--- src/rtl/transformer_stream_core.sv ---
// Streaming N x N matrix core: buffers one frame, waits a fixed compute latency,
// then drains it through one of four per-frame element transforms.
module transformer_stream_core #(
  parameter int unsigned MATRIX_SIZE    = 4,
  parameter int unsigned DATA_WIDTH     = 16,
  parameter int unsigned COMPUTE_CYCLES = 33
) (
  input  logic                  clk,
  input  logic                  rst_n,
  input  logic [1:0]            cfg_mode,
  input  logic [3:0]            cfg_shift,
  input  logic                  in_valid,
  input  logic [DATA_WIDTH-1:0] in_data,
  input  logic                  in_last,
  output logic                  in_ready,
  output logic                  out_valid,
  output logic [DATA_WIDTH-1:0] out_data,
  input  logic                  out_ready,
  output logic                  out_last,
  output logic                  busy,
  output logic                  done,
  output logic                  err_last
);

  localparam int unsigned DEPTH  = MATRIX_SIZE * MATRIX_SIZE;
  localparam int unsigned IDX_W  = $clog2(DEPTH);
  localparam int unsigned CNT_W  = (COMPUTE_CYCLES > 1) ? $clog2(COMPUTE_CYCLES) : 1;
  localparam int unsigned WIDE_W = DATA_WIDTH + 15;
  localparam logic [IDX_W-1:0] LAST_IDX = IDX_W'(DEPTH - 1);
  localparam logic [CNT_W-1:0] CMP_LAST = CNT_W'(COMPUTE_CYCLES - 1);

  typedef enum logic [1:0] {S_LOAD, S_COMPUTE, S_DRAIN} state_t;

  state_t                state, state_nxt;
  logic [IDX_W-1:0]      wr_idx, rd_idx, src_idx;
  logic [CNT_W-1:0]      cmp_cnt;
  logic [1:0]            mode_q;
  logic [3:0]            shift_q;
  logic [DATA_WIDTH-1:0] buffer [DEPTH];
  logic [DATA_WIDTH-1:0] elem, result, sat_val;
  logic [WIDE_W-1:0]     wide;
  logic                  in_hs, out_hs, shift_fits;

  assign in_ready  = (state == S_LOAD);
  assign out_valid = (state == S_DRAIN);
  assign busy      = (state == S_COMPUTE) || (state == S_DRAIN);
  assign out_last  = out_valid && (rd_idx == LAST_IDX);
  assign in_hs     = in_valid && in_ready;
  assign out_hs    = out_valid && out_ready;

  always_comb begin
    state_nxt = state;
    case (state)
      S_LOAD:    if (in_hs && wr_idx == LAST_IDX) state_nxt = S_COMPUTE;
      S_COMPUTE: if (cmp_cnt == CMP_LAST)         state_nxt = S_DRAIN;
      S_DRAIN:   if (out_hs && rd_idx == LAST_IDX) state_nxt = S_LOAD;
      default:   state_nxt = S_LOAD;
    endcase
  end

  always_ff @(posedge clk) begin
    if (!rst_n) state <= S_LOAD;
    else        state <= state_nxt;
  end

  always_ff @(posedge clk) begin
    if (!rst_n) begin
      wr_idx   <= '0;
      rd_idx   <= '0;
      cmp_cnt  <= '0;
      mode_q   <= '0;
      shift_q  <= '0;
      done     <= 1'b0;
      err_last <= 1'b0;
    end else begin
      done     <= 1'b0;
      err_last <= 1'b0;
      if (in_hs) begin
        if (wr_idx == '0) begin
          mode_q  <= cfg_mode;
          shift_q <= cfg_shift;
        end
        // Element count alone frames the matrix; in_last is only audited.
        err_last <= in_last ^ (wr_idx == LAST_IDX);
        wr_idx   <= (wr_idx == LAST_IDX) ? '0 : wr_idx + 1'b1;
      end
      if (state == S_COMPUTE) begin
        cmp_cnt <= (cmp_cnt == CMP_LAST) ? '0 : cmp_cnt + 1'b1;
        rd_idx  <= '0;
      end
      if (out_hs) begin
        rd_idx <= (rd_idx == LAST_IDX) ? '0 : rd_idx + 1'b1;
        done   <= (rd_idx == LAST_IDX);
      end
    end
  end

  always_ff @(posedge clk) begin
    if (in_hs) buffer[wr_idx] <= in_data;
  end

  always_comb begin
    src_idx = rd_idx;
    if (mode_q == 2'b01)
      src_idx = IDX_W'((32'(rd_idx) % MATRIX_SIZE) * MATRIX_SIZE + 32'(rd_idx) / MATRIX_SIZE);
    elem = buffer[src_idx];
    // Shift in a widened sign-extended copy; in range iff the bits above the result sign all match it.
    wide       = {{15{elem[DATA_WIDTH-1]}}, elem} << shift_q;
    shift_fits = (&wide[WIDE_W-1:DATA_WIDTH-1]) || !(|wide[WIDE_W-1:DATA_WIDTH-1]);
    sat_val    = elem[DATA_WIDTH-1] ? {1'b1, {(DATA_WIDTH-1){1'b0}}}
                                    : {1'b0, {(DATA_WIDTH-1){1'b1}}};
    case (mode_q)
      2'b10:   result = elem[DATA_WIDTH-1] ? '0 : elem;
      2'b11:   result = shift_fits ? wide[DATA_WIDTH-1:0] : sat_val;
      default: result = elem;
    endcase
    out_data = out_valid ? result : '0;
  end

endmodule
--- config.mk ---
export PLATFORM = sky130hd
export DESIGN_NAME = transformer_stream_core
export DESIGN_NICKNAME = d
export VERILOG_FILES = /design/src/rtl/transformer_stream_core.sv
export SDC_FILE = /design/constraint.sdc
export NUM_CORES = 1
export LEC_CHECK = 0
export CAP_MARGIN = 20
export CORE_MARGIN = 2
export CORE_UTILIZATION = 35
export DETAILED_ROUTE_END_ITERATION = 16
export PLACE_DENSITY = 0.52
export SLEW_MARGIN = 0
export SYNTH_ARGS = -nofsm -noshare
export SYNTH_HDL_FRONTEND = slang
export SYNTH_SLANG_ARGS = --single-unit
--- constraint.sdc ---
create_clock -name clk -period 5.2 [get_ports clk]
set_input_delay 1.04 -clock clk [delete_from_list [all_inputs] [get_ports clk]]
set_output_delay 1.04 -clock clk [all_outputs]
set_load 0.02 [all_outputs]
==> results.toml, run 1 <==
[routing]
via_per_inst = 5.54
first_iter_violations = 653
dr.pass1.iters = 5
ant_nets = 0
routed_wl_microns = 43800
drc = 0
routedWlPerCell_microns = 23.8
vias = 10190

[yosys]
yosysWarningCount = 0
postSynthCellCount = 1091
syn_area_sq_um = 13400
ys.flop_type = "edfxtp_1"
ys_seq_area_share_pct = 60.8
synth_edf_count = 256
synthArstFlopShare_pct = 0
syn_nets = 1128
synth_cell_types = 86
syn_area_per_cell_sq_um = 12.3
ys_ff_latch = 280

[timing]
hold_viol_final = 0
slew_headroom_pct = 31.5
slew_violations = 0
fin_crit_ps = 5510
setup_violations = 15
fmax_ghz = 0.182
rsz0062_at_grt = "yes"
fin_crit_sh_pct = 106
finalSetupTns_ps = -3580
skew_ps = 9.19
finalWorstSetupSlack_ps = -305
whs_ps = 516
worst_slew_pin_slew_ps = 1030

[pwr]
power_w = 0.00534
p_sw_w = 0.00122
p_per_area_nw_per_um2 = 302
p_sw_share_pct = 22.8
intPower_w = 0.00412
p_clk_share_pct = 43.2
ir_drop_mv = 0.271
p_leak_nw = 6.19
p_seq_share_pct = 46.9
combPwrFrac_pct = 10.0

[status]
violations = "setup timing"
status = "complete, but fails checks"

[setup_path]
cp.required_ps = 4160
cpPeakStageDelay_ps = 480
r2r_end = "mode_q[0]"
critPathMostFrequentCell = "buf_4"
cp_max_fo = 17
critPathCapture = "out_data[1]"
worstReg2RegStart = "state[0]"
cp.depth = 17
worstSetupStartpoint = "mode_q[0]"
setup.worst_path.start_class = "flop"
critPathKind = "reg2out"
critPathBufInv = 6
r2r_setup_slack_ps = 1920
crit_family = "compound AO/OA/AOI/OAI gates"
rr_worst_depth = 9
cp.arrival_ps = 4470
critical_path.cell_chain = "buf_4, nand2b_4, mux2_4, buf_12, o221ai_1, o311ai_1, buf_4, nor3_1, a2111oi_2, buf_4, a31oi_1, a32oi_1, or4_4, o211a_4, buf_6, a311o_1, buf_2"
end_kind = "primary output"
critPathSlowestCell = "or4_4"

[global_routing]
overflow = 0
grt_use_total_pct = 22.1
top_usage_layer = "met2"
use_met2_pct = 37.8
antenna_found_initial = 0
grtUsageMet3_pct = 2.34
grt_max_degree = 25
grt_pass1_wl_microns = 64900
grt_pass1_vias = 10137
grt_util_met1_pct = 29.6

[final_layout]
num-nets-final = 1340
final_cell_mix = "edfxtp_1 (256), buf_4 (171), nor2_1 (140)"
num_antenna_cells = 0
drive_above_1_share_pct = 31.5
syn_to_final_growth_pct = 31.6
final_common_cell = "edfxtp_1"

[placed_design]
finalWeightedCongestion = 0.933
hpwlAfterDp_microns = 28900
pre_cts_slack_ps = -406
io_buffers = 48

[run]
maxCapViolations = 0

[clock_network]
path_clk_slew_ps = 60
cts_tree = "done"
clock_latency_ps = 570
hold_buffers = 0
cts-root-buf = "clkbuf_16"
cts_max_path_buffers = 3
cts_made_buffers = 30
cts.sinks = 280
htreeDepth = 1

[die]
die-width_microns = 200
num_rows = 71
ioPinCount = 49
die_y_microns = 200
core_sq_um = 37800
initial_utilization_pct = 35.6
fp.dieArea_sq_um = 40000

[min_path]
hold_depth = 2
hold_class = "reg2reg"
per-stage QoR:
step / util [%] / cells / cell area (sq um)
floorplan: - / 1091 / 13400
global placement: 41.6 / 1753 / 15700
detailed placement: 41.6 / 1753 / 15700
CTS: 45.7 / 1825 / 17200
global route: 46.9 / 1838 / 17700
finish: 46.9 / 1838 / 17700
per-layer routing:
layer,wire length (microns),share of wire (%)
met4,1370,3.1
met5,0,0
met1,19200,44
met3,2220,5.1
met2,21000,48
cell type report:
cell class / count / area, sq um
Inverter: 28 / 105
Clock buffer: 32 / 758
Sequential cell: 280 / 8180
Multi-Input combinational cell: 704 / 5280
Timing Repair Buffer: 259 / 2420
Tap cell: 511 / 639
Clock inverter: 24 / 314
Fill cell: 3357 / 20100
repair_timing:
action / in CTS / in global routing
pin swaps: 27 / 31
endpoints found under the setup margin: 15 / 15
setup buffers: 21 / 15
gates resized for setup: 145 / 74
cloned: 1 / 0
state kept, by name, summed over array words and instances (netlist names):
| register | flops |
|---|---|
| buffer | 256 |
| shift_q | 4 |
| rd_idx | 4 |
| done | 1 |
| mode_q | 2 |
| cmp_cnt | 6 |
| wr_idx | 4 |
| state | 2 |
| err_last | 1 |
worst min path at each step:
stage	from	to	slack, ps
6_report	cmp_cnt[0]	cmp_cnt[0]	520
5_1_grt	cmp_cnt[0]	cmp_cnt[0]	530
4_1_cts	cmp_cnt[0]	cmp_cnt[0]	520
3_5_place_dp	cmp_cnt[0]	cmp_cnt[0]	510
3_3_place_gp	cmp_cnt[0]	cmp_cnt[0]	510
2_1_floorplan	cmp_cnt[0]	cmp_cnt[0]	480
logic make-up (layout without fill, tap and decap cells):
logic type / after synthesis / in the layout / share of synthesized area, %
AO/OA/AOI/OAI: 282 / 282 / 17.0
XOR/XNOR: 8 / 8 / 0.521
adder cells (fa/ha/maj): 10 / 10 / 0.931
buffers and inverters: 107 / 343 / 4.47
flip-flops: 280 / 280 / 60.8
multiplexers: 32 / 32 / 3.38
AND/OR/NAND/NOR: 372 / 372 / 12.9
synthesized netlist by cell type (all sizes together) (17+ instances only):
cell type / n / area [sq um]
dfxtp: 24 / 480
inv: 26 / 97.6
buf: 50 / 387
mux2i: 18 / 218
o21ai: 50 / 250
nor3: 57 / 285
a211o: 17 / 149
a21oi: 20 / 100
nand2: 63 / 236
o221ai: 40 / 357
nor2: 160 / 603
clkbuf: 29 / 109
edfxtp: 256 / 7690
power groups by stage:
| stage | Sequential (W) | Clock (W) | Combinational, W |
|---|---|---|---|
| after floorplan | 0.00254 | 0 | 0.000233 |
| after global placement | 0.00255 | 0 | 0.000475 |
| after detailed placement | 0.00255 | 0 | 0.000470 |
| after CTS | 0.00250 | 0.00234 | 0.000505 |
| after global routing | 0.00250 | 0.00243 | 0.000567 |
| final | 0.00250 | 0.00231 | 0.000533 |
worst register-to-register path, stage by stage (launching register included):
cell	delay (ps)
dfxtp_1	310
inv_1	90
ha_1	280
and2_1	390
nand2_1	270
or3_1	520
inv_1	210
buf_4	400
nand2_1	110
a21boi_0	520
Power figures use the tool's default switching activity.
==> run 2: changes to the inputs <==
Settings changed: DONT_BUFFER_PORTS from default to 1, PLACE_DENSITY 0.52 to default, PLACE_DENSITY_LB_ADDON from default to 0.12.
==> run 2 against run 1 <==
Compared with the run above: the run still ends with setup timing left; highest routed layer unchanged; largest cell class unchanged; register-to-register slack improved by 220 ps; critical path depth shrank 1; setup slack improved by 88 ps; total power is 6.2% lower; die area did not move; first-iteration DRC count is 18% higher; sequential power hardly changed; core utilization fell by 3.1 points; flip-flop and latch count unchanged; global-route usage grew 0.40 points; count of clock-buffer cells in the layout rose by 3.
==> results.toml, run 2 (synthesis gave the netlist of run 1 again) <==
[pwr]
p_leak_nw = 5.56
p_clk_share_pct = 41.5
p_sw_w = 0.00114
intPower_w = 0.00387
p_per_area_nw_per_um2 = 303
p_seq_share_pct = 49.9
combPwrFrac_pct = 8.5
p_sw_share_pct = 22.7
ir_drop_mv = 0.241

[placed_design]
hpwlAfterDp_microns = 27900
io_buffers = 0
finalWeightedCongestion = 0.925
placed_area_sq_um = 14500

[clock_network]
clock_latency_ps = 560
cts-root-buf = "clkbuf_16"
cts_max_path_buffers = 3
path_clk_slew_ps = 70
htreeDepth = 1
cts_made_buffers = 29
hold_buffers = 0
cts_tree = "done"
cts.sinks = 280

[timing]
fin_crit_ps = 5420
whs_ps = 519
fin_crit_sh_pct = 104
fmax_ghz = 0.185
hold_viol_final = 0
slew_violations = 0
skew_ps = 11.4
setup_violations = 15
finalWorstSetupSlack_ps = -217
worst_slew_pin_slew_ps = 1040
slew_headroom_pct = 30.8
rsz0062_at_grt = "yes"

[final_layout]
fill_cells = 3470
final_cell_mix = "edfxtp_1 (256), nor2_1 (135), buf_4 (123)"
top_register = "buffer"
final_common_cell = "edfxtp_1"
syn_to_final_growth_pct = 23.0
drive_above_1_share_pct = 27.3
multi_input_comb_area_sq_um = 5310
num-nets-final = 1232
register_area_sq_um = 8180
top_regs = "buffer x256, cmp_cnt x6"
stdcell_area_sq_um = 16500
num_antenna_cells = 0
largest_reg_flops = 256

[setup_path]
critical_path.cell_chain = "or2_4, bufbuf_16, o221ai_1, nor3_2, nor4_4, buf_4, buf_4, a211oi_1, a21oi_1, o221ai_1, or4_4, o22ai_4, buf_6, o2111ai_4, a21oi_2, buf_4"
cp_max_fo = 14
end_kind = "primary output"
cp.required_ps = 4160
critPathBufInv = 5
critPathKind = "reg2out"
setup.worst_path.start_class = "flop"
cpPeakStageDelay_ps = 610
critPathMostFrequentCell = "buf_4"
crit_family = "simple AND/OR/NAND/NOR gates"
critPathSlowestCell = "or4_4"
cp.arrival_ps = 4380

[routing]
dr_wl_met2_microns = 21000
dr.pass1.iters = 7
via_per_inst = 5.71
wl_met1_microns = 19600
routed_wl_microns = 44600
top_layer = "met4"
routedWlPerCell_microns = 25.8
first_iter_violations = 773
ant_nets = 0
drc = 0
vias = 9877
wl_met3_microns = 2500

[global_routing]
grt_use_total_pct = 22.5
antenna_found_initial = 0
overflow = 0
grt_max_degree = 46
grt_pass1_vias = 9753
grt_pass1_wl_microns = 65000

[status]
violations = "setup timing"
status = "complete, but fails checks"

[die]
ioPinCount = 49
initial_utilization_pct = 35.6
core_sq_um = 37800
fp.dieArea_sq_um = 40000
die_y_microns = 200
die-width_microns = 200
num_rows = 71

[run]
maxCapViolations = 0

[min_path]
hold_class = "reg2reg"
[run 2: tightest hold or removal path: stages, from the launching register on]
cell and delay [ps]:
dfxtp_1 340, nand2_1 70, a21boi_0 70
[run 2: layer usage]
layer  GRT usage [%]  vias up
li1                -     4466
met3            3.58       85
met1            30.2     4984
met2            37.4      342
met5               0        -
met4            6.89        0
[run 2: final timing paths]
| check | end | from | depth (start not counted) | slack [ps] |
|---|---|---|---|---|
| max reg2reg | mode_q[1] | state[0] | 8 | 2140 |
| max | out_data[7] | rd_idx[2] | 16 | -220 |
| min | cmp_cnt[0] | cmp_cnt[0] | 2 | 520 |
| min reg2reg | cmp_cnt[0] | cmp_cnt[0] | 2 | 520 |
[run 2: metrics by stage]
stage	total power (W)	cells	setup slack [ps]	setup TNS (ps)	utilization [%]
floorplan	0.00278	1091	393	0	-
global placement	0.00291	1624	10.0	0	38.5
detailed placement	0.00291	1624	44.8	0	38.5
CTS	0.00503	1720	-159	-1820	43.0
global route	0.00517	1729	-359	-4050	43.8
finish	0.00501	1729	-217	-2300	43.8
[run 2: layout make-up]
cell class,count,area share (%)
multi-input cells,707,32.1
clock inverters,19,1.16
clock buffers,35,4.53
flip-flops and latches,280,49.5
well taps,511,3.87
inverters,28,0.681
repair buffers,149,8.17
[run 2: timing repair]
item                                    4_1_cts  5_1_grt
endpoints found under the setup margin       15       15
setup buffers                                38        9
resized for setup                            88       40
pin swaps                                    25       29
gates cloned                                  4        1
[run 2: power by group through the flow]
stage | sequential, W | combinational, W | clock [W]
finish | 0.00250 | 0.000428 | 0.00208
global route | 0.00250 | 0.000454 | 0.00221
CTS | 0.00250 | 0.000404 | 0.00213
detailed placement | 0.00255 | 0.000359 | 0
global placement | 0.00255 | 0.000364 | 0
floorplan | 0.00254 | 0.000233 | 0
